File: src/rtl/tiny_alu_pkg.sv
// Shared constants, types and the ALU evaluation function for tiny_alu_sched.
package tiny_alu_pkg;

  localparam logic OP_XOR = 1'b0;
  localparam logic OP_AND = 1'b1;

  localparam int ALU_W   = 4;
  localparam int ALU_LAT = 2;

  localparam logic REQ_ID_0 = 1'b0;
  localparam logic REQ_ID_1 = 1'b1;

  // Stage-1 sideband that travels alongside the operands held inside the ALU.
  typedef struct packed {
    logic valid;
    logic id;
    logic op;
  } s1_t;

  // Stage-2 sideband, aligned with the ALU result.
  typedef struct packed {
    logic valid;
    logic id;
  } s2_t;

  function automatic logic [ALU_W-1:0] alu_eval(input logic op,
                                                input logic [ALU_W-1:0] a,
                                                input logic [ALU_W-1:0] b);
    return (op == OP_AND) ? (a & b) : (a ^ b);
  endfunction

endpackage

File: src/rtl/rr_arb2.sv
// Two-way round-robin arbiter: one-hot grant, pointer moves away from the winner.
module rr_arb2 #(
  parameter int RST_PRIO = 0
) (
  input  logic       clk,
  input  logic       rst,
  input  logic [1:0] req,
  output logic [1:0] gnt
);

  logic prio_q;
  logic prio_d;

  // Grant selection and next pointer value.
  always_comb begin
    // NOTE: every output of a combinational block gets a default first, so no path leaves it unassigned and no latch is inferred.
    gnt    = req;
    prio_d = prio_q;
    if (req == 2'b11) begin
      gnt = prio_q ? 2'b10 : 2'b01;
    end
    if (gnt[0]) begin
      prio_d = 1'b1;
    end else if (gnt[1]) begin
      prio_d = 1'b0;
    end
  end

  // Priority pointer register.
  always_ff @(posedge clk or posedge rst) begin
    // NOTE: state registers use non-blocking assignments so every flop samples pre-edge values regardless of block order.
    if (rst) begin
      prio_q <= 1'(RST_PRIO);
    end else begin
      prio_q <= prio_d;
    end
  end

endmodule

File: src/rtl/tiny_alu.sv
// 4-bit XOR/AND ALU: operands registered at E0, result registered at E1 using the op present at E1.
module tiny_alu
  import tiny_alu_pkg::*;
(
  input  logic             clk,
  input  logic             op,
  input  logic [ALU_W-1:0] a,
  input  logic [ALU_W-1:0] b,
  output logic [ALU_W-1:0] y
);

  logic [ALU_W-1:0] a_q, a_d;
  logic [ALU_W-1:0] b_q, b_d;
  logic [ALU_W-1:0] y_q, y_d;

  // Next-state values for the operand and result registers.
  always_comb begin
    a_d = a;
    b_d = b;
    y_d = alu_eval(op, a_q, b_q);
  end

  // Datapath registers.
  always_ff @(posedge clk) begin
    // NOTE: pure datapath with no reset; consumers qualify y with their own cleared valid bits.
    a_q <= a_d;
    b_q <= b_d;
    y_q <= y_d;
  end

  assign y = y_q;

endmodule

File: src/rtl/tiny_alu_sched.sv
// Round-robin scheduler sharing one tiny_alu between two requesters; results return 2 cycles after accept.
module tiny_alu_sched
  import tiny_alu_pkg::*;
#(
  parameter int RST_PRIO = 0,
  parameter int CNT_W    = 8
) (
  input  logic             clk,
  input  logic             rst,
  input  logic             req0_valid,
  output logic             req0_ready,
  input  logic             req0_op,
  input  logic [ALU_W-1:0] req0_a,
  input  logic [ALU_W-1:0] req0_b,
  input  logic             req1_valid,
  output logic             req1_ready,
  input  logic             req1_op,
  input  logic [ALU_W-1:0] req1_a,
  input  logic [ALU_W-1:0] req1_b,
  output logic             rsp0_valid,
  output logic             rsp1_valid,
  output logic [ALU_W-1:0] rsp_data,
  output logic [CNT_W-1:0] issue_cnt
);

  logic [1:0]       req;
  logic [1:0]       gnt;
  logic [ALU_W-1:0] alu_a;
  logic [ALU_W-1:0] alu_b;
  logic [ALU_W-1:0] alu_y;
  s1_t              s1_q, s1_d;
  s2_t              s2_q, s2_d;
  logic [CNT_W-1:0] issue_cnt_q, issue_cnt_d;

  // Requests are masked while reset is asserted so no ready is raised.
  assign req = {req1_valid, req0_valid} & {2{~rst}};

  rr_arb2 #(
    .RST_PRIO (RST_PRIO)
  ) u_arb (
    .clk (clk),
    .rst (rst),
    .req (req),
    .gnt (gnt)
  );

  assign req0_ready = gnt[0];
  assign req1_ready = gnt[1];

  // Operand mux into the ALU and next values of the pipeline sideband and counter.
  always_comb begin
    alu_a       = '0;
    alu_b       = '0;
    s1_d        = '0;
    issue_cnt_d = issue_cnt_q;
    if (gnt[0]) begin
      alu_a = req0_a;
      alu_b = req0_b;
      s1_d  = '{valid: 1'b1, id: REQ_ID_0, op: req0_op};
    end else if (gnt[1]) begin
      alu_a = req1_a;
      alu_b = req1_b;
      s1_d  = '{valid: 1'b1, id: REQ_ID_1, op: req1_op};
    end
    if (|gnt) begin
      issue_cnt_d = issue_cnt_q + CNT_W'(1);
    end
    s2_d = '{valid: s1_q.valid, id: s1_q.id};
  end

  // The ALU latches op at the same edge the stage-1 sideband advances, so it takes the registered op.
  tiny_alu u_alu (
    .clk (clk),
    .op  (s1_q.op),
    .a   (alu_a),
    .b   (alu_b),
    .y   (alu_y)
  );

  // Pipeline sideband and issue counter.
  always_ff @(posedge clk or posedge rst) begin
    if (rst) begin
      s1_q        <= '0;
      s2_q        <= '0;
      issue_cnt_q <= '0;
    end else begin
      s1_q        <= s1_d;
      s2_q        <= s2_d;
      issue_cnt_q <= issue_cnt_d;
    end
  end

  assign rsp0_valid = s2_q.valid && (s2_q.id == REQ_ID_0);
  assign rsp1_valid = s2_q.valid && (s2_q.id == REQ_ID_1);
  assign rsp_data   = s2_q.valid ? alu_y : '0;
  assign issue_cnt  = issue_cnt_q;

endmodule

File: config.mk
export PLATFORM = sky130hd
export DESIGN_NAME = tiny_alu_sched
export DESIGN_NICKNAME = d
export VERILOG_FILES = /design/src/rtl/tiny_alu_pkg.sv /design/src/rtl/rr_arb2.sv /design/src/rtl/tiny_alu.sv /design/src/rtl/tiny_alu_sched.sv
export SDC_FILE = /design/constraint.sdc
export NUM_CORES = 1
export LEC_CHECK = 0
export CORE_MARGIN = 8
export CORE_UTILIZATION = 45
export CTS_BUF_LIST = sky130_fd_sc_hd__clkbuf_4
export CTS_CLUSTER_DIAMETER = 40
export CTS_CLUSTER_SIZE = 10
export DETAILED_ROUTE_END_ITERATION = 10
export PLACE_DENSITY = 0.84
export SYNTH_ARGS = -nofsm -noshare
export SYNTH_HDL_FRONTEND = slang
export SYNTH_SLANG_ARGS = --single-unit
File: constraint.sdc
create_clock -name clk -period 1.3 [get_ports clk]
set_input_delay 0.13 -clock clk [delete_from_list [all_inputs] [get_ports clk]]
set_output_delay 0.13 -clock clk [all_outputs]
set_load 0.02 [all_outputs]
==> impl_metrics.tcl, run 1 <==
set metrics [dict create \
    synth-seq-cells 26 \
    syn-num-nets 108 \
    crit_arrival_ns 1.15 \
    fin_crit_sh 0.985 \
    n_fill_cell 173 \
    fmax_mhz 781 \
    syn_area_mm2 0.00104 \
    yosys.area.top_type "dfrtp_1" \
    min_period_ns 1.28 \
    drtPass1Iterations 3 \
    worst-slew-pin-transition_ns 0.243 \
    powerDensity_mw_per_mm2 1440 \
    cts.sinks 26 \
    relSlewSlack 0.838 \
    path_cells "a211oi_2 -> buf_4" \
    globalplace.congestion 0.732 \
    critPathKind "flop to output pin" \
    worstPathRequired_ns 1.17 \
    antenna_found_initial 0 \
    wl_um 2160 \
    clockBufferDepth 2 \
    setup_tns_ns 0 \
    drc_errors 0 \
    critPathBufInv 1 \
    cap_viol_max_count 0 \
    root_buffer "clkbuf_4" \
    area_growth_syn_to_layout_pct 44.3 \
    ir_drop_mv 1.17 \
    end_kind "output pin" \
    routed_via_density 4.95 \
    fp.coreArea_mm2 0.00219 \
    vias 782 \
    dp_hpwl_um 1760 \
    min_path_type "input pin to asynchronous set/reset pin" \
    grt_first_pass_wirelength_um 3650 \
    multi_input_area_um2 423 \
    rsz0062_at_grt "yes" \
    dieHeight_um 64.1 \
    grt_max_degree 16 \
    p_leak_nw 0.720 \
    drt-initial-drc-count 10 \
    worst_skew_pair.late_latency_ns 0.31 \
    hold_viol_final 0 \
    yosysSeqAreaShare 0.568 \
    drv_slew 0 \
    start_kind "flop" \
    antennaDiodeCount 0 \
    synth-main-ff-cell "dfrtp_1" \
    place_area_mm2 0.00150 \
    synth.avg_cell_area_um2 12.8 \
    clk_pin_slew_worst_paths_ns 0.13 \
    ff_latch_area_um2 591 \
    cts-buffers-inserted 3 \
    final_area_mm2 0.00150 \
    initial_core_util 0.475 \
    report.power.total_mw 2.16 \
    synthArstFlopShare 0.538 \
    path_delay_family "flip-flops" \
    drt.antenna.violating_nets 0 \
    synth_edf_count 0 \
    grt_pass1_vias 851 \
    drive_above_1_share 0.231 \
    setup_violations 0 \
    status "completed" \
    die_x_um 64.1 \
    synthCells 81 \
    final_nets 158 \
    dieArea_mm2 0.00410 \
    yosysUniqueCellTypes 22 \
    grt_util_all_layers 0.110 \
    portBuffers 37 \
    max_stage_delay_ns 0.44 \
    yosysWarnings 0 \
    num_rows 17 \
    cp_slowest_cell "dfrtp_1" \
    critPathMaxFanout 3 \
    post-synth-top-area-fraction 0.337 \
    grt-ovfl-total 0 \
    io_pins 38 \
    cts_tree "built" \
    synthTopCellsByArea "dfrtp_1 (34%), dfxtp_1 (23%), a22o_1 (7.6%)" \
    htree_num_levels 1 \
    setup_ws_ns 0.0195 \
    clock_skew_ns 0.00741 \
    wl_per_cell_um 13.7 \
    place_ws_ns -0.334 \
]
Yosys cell counts (2+ instances only):
cell and count:
and2_1 5, nor3_1 2, dfrtp_1 14, inv_1 4, xnor2_1 5, nand2_1 5
ha_1 5, mux2_2 4, xor2_1 2, a22o_1 9, nand4_1 3, o211a_1 2
dfxtp_1 12
flip-flops by register name, indices dropped and copies added (netlist names):
signal        cells
u_arb.prio_q      1
u_alu.y           4
s2_q              2
issue_cnt         8
u_alu.b_q         4
u_alu.a_q         4
s1_q              3
routing by layer:
layer / track usage / up-vias / part of all wire
met2: 0.193 / 23 / 0.51
met1: 0.109 / 372 / 0.40
met5: 0 / - / 0
li1: - / 385 / -
met4: 0.0501 / 0 / 0.010
met3: 0.0470 / 2 / 0.081
power by group:
group,total (mW),switching [mW],internal [mW]
clock,0.325,0.213,0.112
combinational,0.745,0.387,0.358
sequential,1.09,0.136,0.957
metrics by stage:
| stage | utilization | hold slack [ns] | instances |
|---|---|---|---|
| 2_1_floorplan | - | 0.0354 | 81 |
| 3_3_place_gp | 0.685 | 0.338 | 153 |
| 3_5_place_dp | 0.685 | 0.342 | 153 |
| 4_1_cts | 0.694 | 0.227 | 158 |
| 5_1_grt | 0.685 | 0.255 | 158 |
| 6_report | 0.685 | 0.214 | 158 |
cell type report:
cell class              count  area share
well taps                  28      0.0234
flip-flops and latches     26       0.394
clock inverters             1     0.00250
clock buffers               3      0.0150
repair buffers             47       0.271
multi-input cells          48       0.282
inverters                   5      0.0125
timing repair:
item / 4_1_cts / 5_1_grt
gates resized for setup: 32 / 11
setup buffers: 1 / 0
pin swaps: 0 / 1
endpoints found under the setup margin: 16 / 11
hold endpoints to repair: 0 / 0
hold buffers: 0 / 0
final timing paths:
path,end,depth (start not counted),startpoint,slack (ns)
max,req0_ready,2,u_arb.prio_q,0.02
min,u_arb.prio_q,3,rst,0.21
max reg2reg,issue_cnt[6],4,issue_cnt[0],0.14
min reg2reg,s2_q[0],0,s1_q[1],0.38
max in group asynchronous,s2_q[0],3,rst,0.91
min in group clk,s2_q[0],0,s1_q[1],0.38
logic make-up (layout without fill, tap and decap cells):
logic type	Yosys count	in the layout	synth area share
simple gates	18	18	0.107
mux	4	4	0.0433
compound gates	14	14	0.132
xor+xnor	7	7	0.0590
fa+ha+maj	5	5	0.0602
buf+inv	7	56	0.0301
flops	26	26	0.568
layout by cell type, fill, tap and decap left out, drive strengths merged, types with 2 or more instances in the layout:
cell           count
dfrtp             14
a22o               9
nor3               2
dlygate4sd2        6
clkdlybuf4s15      2
xnor2              5
mux2               4
and2               5
nand2              5
clkdlybuf4s50     21
ha                 5
nand4              3
xor2               2
o211a              2
clkbuf             6
inv                5
dfxtp             12
buf               15
worst min-delay path, stage by stage:
cell	delay [ns]
clkdlybuf4s50_1	0.45
inv_1	0.10
buf_4	0.22
No activity file was read; power rests on OpenSTA's default activity.
==> run 2, diff against run 1 <==
Settings changed: REMOVE_ABC_BUFFERS set to 1.
==> run 2 against run 1 <==
The run now ends with setup timing left. Wire length up 0.46%. Cell area up 0.75%. Die area unchanged. Sequential power about the same. Register-to-register slack about the same. Critical path type unchanged. Worst hold slack worse by 0.0036 ns. Maximum frequency down 3.5%. Via count down 2.4%. Clock power up 63%. Total power up 9.1%. Combinational power about the same. Global-route usage down 0.39 points.
==> impl_metrics.tcl, run 2 (synthesis gave the netlist of run 1 again) <==
set metrics [dict create \
    status "complete, but fails checks" \
    violations "setup timing" \
    grt_first_pass_wirelength_um 3550 \
    dp_hpwl_um 1760 \
    die_x_um 64.1 \
    vias 763 \
    setup_ws_ns -0.0272 \
    place_area_mm2 0.00150 \
    drt-initial-drc-count 6 \
    min_period_ns 1.33 \
    routed_via_density 4.86 \
    largest_reg_flops 8 \
    ir_drop_mv 1.21 \
    wl_um 2170 \
    start_kind "flop" \
    final_nets 157 \
    grt_pass1_vias 818 \
    min_path_type "input pin to asynchronous set/reset pin" \
    end_kind "output pin" \
    final_area_mm2 0.00151 \
    root_buffer "clkbuf_4" \
    wl_per_cell_um 13.8 \
    relSlewSlack 0.845 \
    crit_arrival_ns 1.20 \
    powerDensity_mw_per_mm2 1560 \
    worst-slew-pin-transition_ns 0.232 \
    clock_skew_ns 0.00167 \
    setup_tns_ns -0.0272 \
    dieArea_mm2 0.00410 \
    antennaDiodeCount 0 \
    portBuffers 37 \
    globalplace.congestion 0.736 \
    clk_pin_slew_worst_paths_ns 0.13 \
    cts-buffers-inserted 3 \
    cap_viol_max_count 0 \
    mostFrequentLayoutCells "clkdlybuf4s50_1 (21), dfrtp_1 (14), dfxtp_1 (12), buf_4 (10), a22o_1 (9)" \
    drt.antenna.violating_nets 0 \
    antenna_found_initial 0 \
    worstPathRequired_ns 1.17 \
    layout_commonest_cell "clkdlybuf4s50_1" \
    hold_buffers 0 \
    fmax_mhz 753 \
    critPathKind "flop to output pin" \
    cts_tree "built" \
    clockBufferDepth 2 \
    setup_violations 1 \
    drv_slew 0 \
    area_growth_syn_to_layout_pct 45.4 \
    hold_viol_final 0 \
    htree_num_levels 1 \
    worst_skew_pair.late_latency_ns 0.31 \
    dieHeight_um 64.1 \
    cts.sinks 26 \
    report.power.total_mw 2.36 \
    p_leak_nw 0.730 \
    initial_core_util 0.475 \
    io_pins 38 \
    num_rows 17 \
    fp.coreArea_mm2 0.00219 \
    grt-ovfl-total 0 \
    rsz0062_at_grt "yes" \
    drtPass1Iterations 4 \
    drc_errors 0 \
    grt_max_degree 16 \
    n_fill_cell 163 \
    postCtsSetupRepairBufs 0 \
    critPathMaxFanout 4 \
    grt_util_all_layers 0.106 \
    fin_crit_sh 1.02 \
    drive_above_1_share 0.233 \
]
==> run 2: timing repair <==
action	4_1_cts	5_1_grt
gates cloned	0	0
setup endpoints to repair	16	10
hold endpoints to repair	0	0
resized for setup	34	8
==> run 2: final cells by class <==
type / count / area [um2] / share of cell area
clock inverter: 1 / 30.0 / 0.0199
multi-input combinational: 48 / 423 / 0.280
timing repair buffer: 46 / 392 / 0.259
tap: 28 / 35.0 / 0.0232
sequential: 26 / 591 / 0.391
inverter: 5 / 18.8 / 0.0124
clock buffer: 3 / 22.5 / 0.0149
==> run 2: worst max-delay path, cell delays in order, from the launching register on <==
cell and delay (ns):
dfrtp_1 0.44, a211oi_2 0.25, buf_4 0.19
==> run 2: worst paths after layout <==
path	slack, ns	endpoint	cells past startpoint	start
max	-0.03	req0_ready	2	u_arb.prio_q
min in group clk	0.37	s2_q[1]	0	s1_q[2]
min	0.21	issue_cnt[1]	3	rst
max in group asynchronous	0.92	s2_q[1]	3	rst
min reg2reg	0.37	s2_q[1]	0	s1_q[2]
max reg2reg	0.14	issue_cnt[6]	4	issue_cnt[0]
==> run 2: through the flow <==
stage | hold slack (ns) | utilization | instances | setup slack, ns
2_1_floorplan | 0.0354 | - | 79 | -0.0593
3_3_place_gp | 0.337 | 0.685 | 153 | -0.366
3_5_place_dp | 0.341 | 0.685 | 153 | -0.390
4_1_cts | 0.210 | 0.704 | 157 | -0.0401
5_1_grt | 0.252 | 0.690 | 157 | -0.0797
6_report | 0.210 | 0.690 | 157 | -0.0272
==> run 2: power breakdown <==
part	leakage (nW)	switching [mW]	internal [mW]
Clock	0.0279	0.220	0.311
Combinational	0.430	0.392	0.350
Sequential	0.272	0.130	0.957
Total	0.730	0.742	1.62
==> run 2: routing by layer <==
layer  global-route usage  vias up  share of wire  routed length [um]
met4               0.0501        0          0.012                  26
li1                     -      383              -                   -
met3               0.0314        2          0.074                 161
met5                    0        -              0                   0
met2                0.177       24           0.50                1090
met1                0.120      354           0.41                 887
==> run 3, diff against run 2 <==
Settings changed: ABC_CLOCK_PERIOD_IN_PS set to 1300, PLACE_DENSITY 0.84 to 0.77.
==> run 3 against run 2 <==
The flow now finishes without violations. Total power shrank 9.5%. Sequential share of layout area grew 0.86 points. Worst hold slack gained 0.0050 ns. Critical path depth is the same. First-iteration DRC count grew 17%. Wire length shrank 7.9%. Clock skew grew 0.0019 ns. Utilization shrank 1.5 points. Critical endpoint unchanged.
==> impl_metrics.tcl, run 3 (synthesis gave the netlist of run 1 again) <==
set metrics [dict create \
    cts.sinks 26 \
    grt_pass1_vias 774 \
    hold_viol_final 0 \
    hold_buffers 0 \
    worstPathRequired_ns 1.17 \
    p_leak_nw 0.718 \
    setup_violations 0 \
    globalplace.congestion 0.762 \
    clockBufferDepth 2 \
    clock_skew_ns 0.00355 \
    dieHeight_um 64.1 \
    drt.antenna.violating_nets 0 \
    final_util 0.675 \
    antennaDiodeCount 0 \
    final_nets 157 \
    drive_above_1_share 0.217 \
    grt_util_all_layers 0.0996 \
    max_stage_delay_ns 0.45 \
    largest_reg_flops 8 \
    root_buffer "clkbuf_4" \
    wl_um 2000 \
    mostFrequentLayoutCells "clkdlybuf4s50_1 (21), dfrtp_1 (14), dfxtp_1 (12), buf_4 (10), a22o_1 (9)" \
    crit_arrival_ns 1.16 \
    path_delay_family "flip-flops" \
    ir_drop_mv 1.27 \
    area_growth_syn_to_layout_pct 42.2 \
    num_rows 17 \
    path_cells "a211oi_2 -> buf_4" \
    initial_core_util 0.475 \
    rsz0062_at_grt "yes" \
    relSlewSlack 0.857 \
    wl_per_cell_um 12.7 \
    status "completed" \
    portBuffers 37 \
    antenna_found_initial 0 \
    cap_viol_max_count 0 \
    worst_skew_pair.late_latency_ns 0.31 \
    routed_via_density 4.75 \
    min_path_type "input pin to asynchronous set/reset pin" \
    drt-initial-drc-count 7 \
    grt_first_pass_wirelength_um 3330 \
    fin_crit_sh 0.992 \
    critPathBufInv 1 \
    start_kind "flop" \
    die_x_um 64.1 \
    cts-buffers-inserted 3 \
    critPathMaxFanout 4 \
    end_kind "output pin" \
    critPathKind "flop to output pin" \
    dp_hpwl_um 1660 \
    worst-slew-pin-transition_ns 0.214 \
    clk_pin_slew_worst_paths_ns 0.13 \
    powerDensity_mw_per_mm2 1440 \
    htree_num_levels 1 \
    grt_max_degree 16 \
    drtPass1Iterations 4 \
    fmax_mhz 775 \
    io_pins 38 \
    cts_tree "built" \
    dieArea_mm2 0.00410 \
    drc_errors 0 \
    cp_slowest_cell "dfrtp_1" \
    min_period_ns 1.29 \
    timing.hold.ws_ns 0.215 \
    n_fill_cell 175 \
    drv_slew 0 \
    vias 745 \
    fp.coreArea_mm2 0.00219 \
    layout_commonest_cell "clkdlybuf4s50_1" \
    grt-ovfl-total 0 \
]
==> run 3: changes by cell type in the layout (fill, tap and decap cells not counted), sizes merged <==
cell | previous run | this run
buf | 16 | 17
clkinv | 0 | 1
clkdlybuf4s15 | 1 | 0
dlygate4sd2 | 7 | 8
bufinv | 1 | 0
clkbuf | 4 | 3
==> run 3: routing by layer <==
layer / GRT usage / vias up / part of all wire
li1: - / 387 / -
met1: 0.113 / 334 / 0.43
met2: 0.156 / 22 / 0.48
met3: 0.0331 / 2 / 0.070
met4: 0.0669 / 0 / 0.018
met5: 0 / - / 0
==> run 3: tightest hold or removal path, cell delays in order <==
cell and delay [ns]:
clkdlybuf4s50_1 0.46, inv_1 0.09, buf_4 0.22
==> run 3: where the power goes <==
part / internal (mW) / switching, mW
Combinational: 0.349 / 0.375
Sequential: 0.957 / 0.127
Clock: 0.112 / 0.216
==> run 3: what timing repair did <==
item,CTS,global route
endpoints found under the setup margin,16,8
resized for setup,35,6
pin swaps,0,1
buffers inserted,1,0
==> run 3: through the flow <==
step / area (um2) / power (mW) / setup WS, ns / TNS [ns] / instances
after global placement: 1490 / 1.90 / -0.313 / -1.07 / 152
after floorplan: 1030 / 1.50 / -0.0593 / -0.455 / 79
after CTS: 1520 / 2.17 / -0.00581 / -0.00899 / 157
after global routing: 1480 / 2.27 / -0.0442 / -0.0843 / 157
final: 1480 / 2.14 / 0.0103 / 0 / 157
after detailed placement: 1490 / 1.93 / -0.375 / -1.99 / 152
==> run 3: final cells by class <==
class / count / area (um2) / area share
clock buffer: 3 / 22.5 / 0.0152
inverter: 5 / 18.8 / 0.0127
timing repair buffer: 46 / 390 / 0.264
tap: 28 / 35.0 / 0.0237
clock inverter: 1 / 3.75 / 0.00254
multi-input combinational: 48 / 418 / 0.283
sequential: 26 / 591 / 0.399
==> run 3: worst paths after layout <==
| path | from | to | slack [ns] | cells after the start |
|---|---|---|---|---|
| setup reg to reg | issue_cnt[0] | issue_cnt[6] | 0.17 | 4 |
| setup / recovery | u_arb.prio_q | req0_ready | 0.01 | 2 |
| hold / removal | rst | s1_q[1] | 0.22 | 3 |
| min in group clk | s1_q[2] | s2_q[1] | 0.37 | 0 |
| max in group asynchronous | rst | s2_q[1] | 0.92 | 3 |
| hold reg to reg | s1_q[2] | s2_q[1] | 0.37 | 0 |
==> variant 1, RTL diff (flow settings as in run 3) <==
Set the package constant `ALU_W` to 5 (it was 4).
--- a/src/rtl/tiny_alu_pkg.sv
+++ b/src/rtl/tiny_alu_pkg.sv
@@ -5,5 +5,5 @@
   localparam logic OP_AND = 1'b1;
 
-  localparam int ALU_W   = 4;
+  localparam int ALU_W   = 5;
   localparam int ALU_LAT = 2;
 
Ports: changed (5 resized); port bits go from 38 to 43. The function was not compared with the original's and may differ.
==> variant 1 against run 3 <==
Global-route usage increased by 2.6 points; total power increased by 17%; sequential cell count rose by 3; the run now ends with negative setup slack left; clock skew rose by 6.0 ps; setup slack got worse by 15 ps; routed wire length rose by 26%; synthesized area is 11% higher; cell area rose by 15%; via count increased by 16%; sequential power grew 10%.
==> variant 1: results (changes against run 3) <==
* Outcome: finished, violations left
* Failing checks: negative setup slack
* HP Class: input port to async pin
* Via-to-Cell Ratio at 4.89 (+3.1%)
* Final setup TNS at -4.73 ps (-4.73 ps)
* Port Buffers at 42 (+14%)
* Netlist cell types at 23 (+4.5%)
* Root buf cell: clkbuf_4
* Initial antenna violation count at 0 (unchanged)
* Post-detail-place hpwl at 2.00 mm (+20%)
* 1st-iter DRT viols at 29 (+22)
* GP Congestion at 0.712 (-6.5%)
* Async SR Flop Fraction at 48.3% (-5.6 points)
* Clock-pin slew on the worst setup and hold paths at 90 ps (-40 ps)
* Largest register FFs at 8 (unchanged)
* Syn avg cell area at 13.1 µm² (+1.8%)
* Post-synthesis adder-cell area fraction at 6.53% (+0.51 points)
* Max capacitance violation total at 0 (unchanged)
* Total GRT Usage at 12.6% (+2.6 points)
* Final Skew at 9.58 ps (+6.03 ps)
* Number of global-route vias before repair at 951 (+23%)
* Xor and xnor area share after synthesis at 5.33% (-0.56 points)
* Worst stage delay on the critical path at 450 ps (about the same)
* Post-synthesis compound-gate area fraction at 14.5% (+1.2 points)
* Endpoints failing setup at 1 (+1)
* Synth cell count leaders: 15 x dfxtp_1, 14 x dfrtp_1, 9 x a22o_1
* Post-synthesis mux area share at 4.90% (+0.56 points)
* DRC at 0 (unchanged)
* Critical path's top delay family: flip-flops
* # fillers at 193 (+10%)
* Layout Cells excl Fill at 176 (+12%)
* First-pass GRT wire length at 4.19 mm (+26%)
* Drt pass-1 iters at 4 (unchanged)
* Synth top area cells: dfrtp_1 30%, dfxtp_1 26%, a22o_1 6.9%
* Slew HR at 84.6% (-1.1 points)
* Routed len/inst at 14.3 µm (+12%)
* DP Worst Slack at -393 ps (-17.8 ps)
* Slowest cell on the critical path: dfrtp_2
* Worst skew pair latency at 310 ps (about the same)
* Layout cell share with drive strength beyond 1 at 29.5% (+7.7 points)
* Clock H-tree levels at 2 (+1)
* Crit Path Max Fanout at 4 (unchanged)
* Pin count of the biggest net entering global routing at 16 (unchanged)
* Post-route worst setup slack at -4.73 ps (-15.0 ps)
* LEAKAGE at 0.000823 µW (+15%)
* Worst EP arrival at 1170 ps
* Sequential share of the synthesized area at 56.6% (-0.22 points)
* Main synth FF type: dfxtp_1
* YS warnings at 0 (unchanged)
* CTS Buf Count at 5 (+2)
* Maximum VDD drop at 1.22 mV (-3.6%)
* Dpl cells at 167 (+9.9%)
* N_diodes at 0 (unchanged)
* CTS max path bufs at 2 (unchanged)
==> variant 1: cell types whose count changed after synthesis, sizes merged <==
cell	before	now
dfxtp	12	15
a22o	9	11
nor2	0	1
inv	5	3
and3	0	1
ha	5	6
xnor2	5	4
mux2	4	5
nor4	1	0
and2	5	6
xor2	2	3
==> variant 1: power breakdown <==
group / switching (µW) / total, µW / internal, µW
registers: 128 / 1190 / 1060
logic: 395 / 794 / 399
clock network: 288 / 514 / 226
total: 811 / 2500 / 1690
==> variant 1: cell type report <==
cell class              count  share of cell area, %
flip-flops and latches     29                   38.5
repair buffers             52                   27.7
well taps                  30                   2.21
clock inverters             2                  0.590
inverters                   3                  0.664
clock buffers               6                   2.65
multi-input cells          54                   27.7
==> variant 1: metrics by stage <==
| stage | cell area, µm² | hold slack (ps) | power, µW |
|---|---|---|---|
| CTS | 1680 | 239 | 2520 |
| finish | 1700 | 250 | 2500 |
| detailed placement | 1650 | 338 | 2090 |
| global placement | 1650 | 334 | 2060 |
| global route | 1700 | 271 | 2660 |
| floorplan | 1130 | 35.4 | 1610 |
==> variant 1: logic make-up (layout without fill, tap and decap cells) <==
group           Yosys count  in the layout
fa+ha+maj                 6              6
simple gates             20             20
buf+inv                   5             63
xor+xnor                  7              7
mux                       5              5
flops                    29             29
compound gates           16             16
==> variant 1: what timing repair did <==
action	in CTS	in global routing
resized for setup	43	14
setup endpoints to repair	17	7
buffers inserted	1	0
pin swaps	0	1
endpoints found under the hold margin	0	0
==> variant 1: layer usage <==
layer / vias up / wire length, µm / share of wire [%] / track usage (%)
li1: 427 / - / - / -
met1: 409 / 940 / 37 / 11.3
met2: 23 / 1410 / 56 / 23.9
met3: 2 / 137 / 5.5 / 5.03
met4: 0 / 27 / 1.1 / 5.60
met5: - / 0 / 0 / 0
==> variant 1: worst register-to-register path, stage by stage, from the launching register on <==
cell and delay [ps]:
dfrtp_2 450, o211a_1 250, buf_4 180, a22o_2 210
==> variant 1: final timing paths <==
kind | from | endpoint | slack, ps | cells past startpoint
setup / recovery | u_arb.prio_q | req0_ready | -5 | 2
hold / removal | rst | u_arb.prio_q | 250 | 3
setup reg to reg | u_arb.prio_q | u_alu.a_q[4] | 100 | 3
hold reg to reg | s1_q[1] | s2_q[0] | 360 | 0
max in group asynchronous | rst | s2_q[1] | 860 | 3
min in group clk | s1_q[1] | s2_q[0] | 360 | 0
==> variant 2, RTL diff (settings of run 3) <==
Made on the original files. Reset style: synchronous (`rst`), changed in 2 clocked blocks.
--- a/src/rtl/rr_arb2.sv
+++ b/src/rtl/rr_arb2.sv
@@ -28,5 +28,5 @@
 
   // Priority pointer register.
-  always_ff @(posedge clk or posedge rst) begin
+  always_ff @(posedge clk) begin
     // NOTE: state registers use non-blocking assignments so every flop samples pre-edge values regardless of block order.
     if (rst) begin
--- a/src/rtl/tiny_alu_sched.sv
+++ b/src/rtl/tiny_alu_sched.sv
@@ -79,5 +79,5 @@
 
   // Pipeline sideband and issue counter.
-  always_ff @(posedge clk or posedge rst) begin
+  always_ff @(posedge clk) begin
     if (rst) begin
       s1_q        <= '0;
Check against the original RTL: differs if rst is asserted again (counterexample within 4 cycles, from zero or initial values and one cycle with rst high); with rst held inactive, the same outputs for 10 cycles.
==> variant 2 against run 3 <==
Routed wire length grew 23%; highest routed layer unchanged; maximum frequency grew 1.8%; first-iteration DRC count grew to 3.3 times the old value; synthesized area shrank 2.8%; sequential cell count is the same; register-to-register slack lost 110 ps; non-clock buffer count grew 4; setup slack gained 23 ps; die area shrank 2.1%; cell area grew 4.8%.
Power is not compared: it rests on default switching activity, and its combinational part moved more than twofold at a synthesized area within 25%.
==> variant 2: results (changes against run 3) <==
* Layout cell share with drive strength beyond 1 at 26.2% (+4.5 points)
* Signal buffers at 50 (+8.7%)
* Async SR Flop Fraction at 0% (-54 points)
* Slowest cell on the critical path: dfxtp_2
* DRT Wirelength at 2.45 mm (+23%)
* Setup slack, reg-to-reg at 60 ps (-110 ps)
* Post-detail-place hpwl at 1.96 mm (+18%)
* Post-synthesis adder-cell area fraction at 6.19% (+0.17 points)
* Reg-to-Reg Start: issue_cnt[2]
* Invs w/o clock at 4 (-1)
* Setup Buffers After CTS at 0 (-1)
* HP Class: input port to flop
* 1st-iter DRT viols at 23 (+16)
* Crit path from: u_arb.prio_q
* Cells after synthesis at 97 (+20%)
* Signal buf overhead at 27.8% (+1.4 points)
* Xor and xnor area share after synthesis at 0.866% (-5.0 points)
* Crit Path Max Fanout at 5 (+1)
* Top cell type's share of synthesized area at 51.5% (+18 points)
* # fillers at 178 (+1.7%)
* Seq_cells at 26 (unchanged)
* Dpl cells at 173 (+14%)
* Via-to-Cell Ratio at 5.21 (+9.9%)
* Post-synthesis mux area share at 4.46% (+0.12 points)
* First-pass GRT wire length at 3.98 mm (+19%)
* Worst stage delay on the critical path at 380 ps (-70 ps)
* Total area of multi-input combinational cells at 488 µm² (+17%)
* Outcome: completed
* Slew HR at 79.8% (-5.9 points)
* Final Skew at 1.07 ps (-2.48 ps)
* Worst R2R End: issue_cnt[7]
* Synth cell count leaders: 26 x dfxtp_1, 8 x a21oi_1, 6 x a22o_1
* Number of global-route vias before repair at 960 (+24%)
* GP Congestion at 0.773 (+1.4%)
* Synth top area cells: dfxtp_1 51%, ha_1 6.2%, a22o_1 5.2%
* Sequential share of the synthesized area at 51.5% (-5.3 points)
* Clock buf/inv share at 3.39% (+1.6 points)
* Reg2reg path depth at 3 (-1)
* Layout Cells excl Fill at 177 (+13%)
* Netlist cell types at 23 (+4.5%)
variant 2: cell count changes in the layout (fill, tap and decap cells not counted), moves of 4 or more:
cell and delta:
xnor2_1 -4, dfxtp_1 +9, dfrtp_1 -14, buf_2 -5, clkbuf_2 +5, a21oi_1 +7
dfxtp_2 +4, o21ai_0 +5
variant 2: worst register-to-register path: stages (launching register included):
cell     delay [ps]
dfxtp_1         400
nand3_2         140
or4_4           500
a21oi_2         150
variant 2: layer usage:
metal / GRT usage, % / vias up / routed length [µm]
met4: 5.01 / 0 / 19
met2: 20.0 / 35 / 1180
met1: 13.4 / 420 / 1090
met3: 2.47 / 2 / 160
li1: - / 466 / -
met5: 0 / - / 0
variant 2: per-stage QoR:
step                setup slack (ps)  power, µW  area, µm²  setup TNS [ps]  hold WS [ps]
floorplan                      -37.7        988       1000           -37.7           199
global placement                -386       1130       1500           -2790           424
detailed placement              -430       1150       1500           -3710           438
CTS                            0.432       1670       1560               0           383
global route                   -19.2       1740       1550           -19.2           211
finish                          33.0       1650       1550               0           232
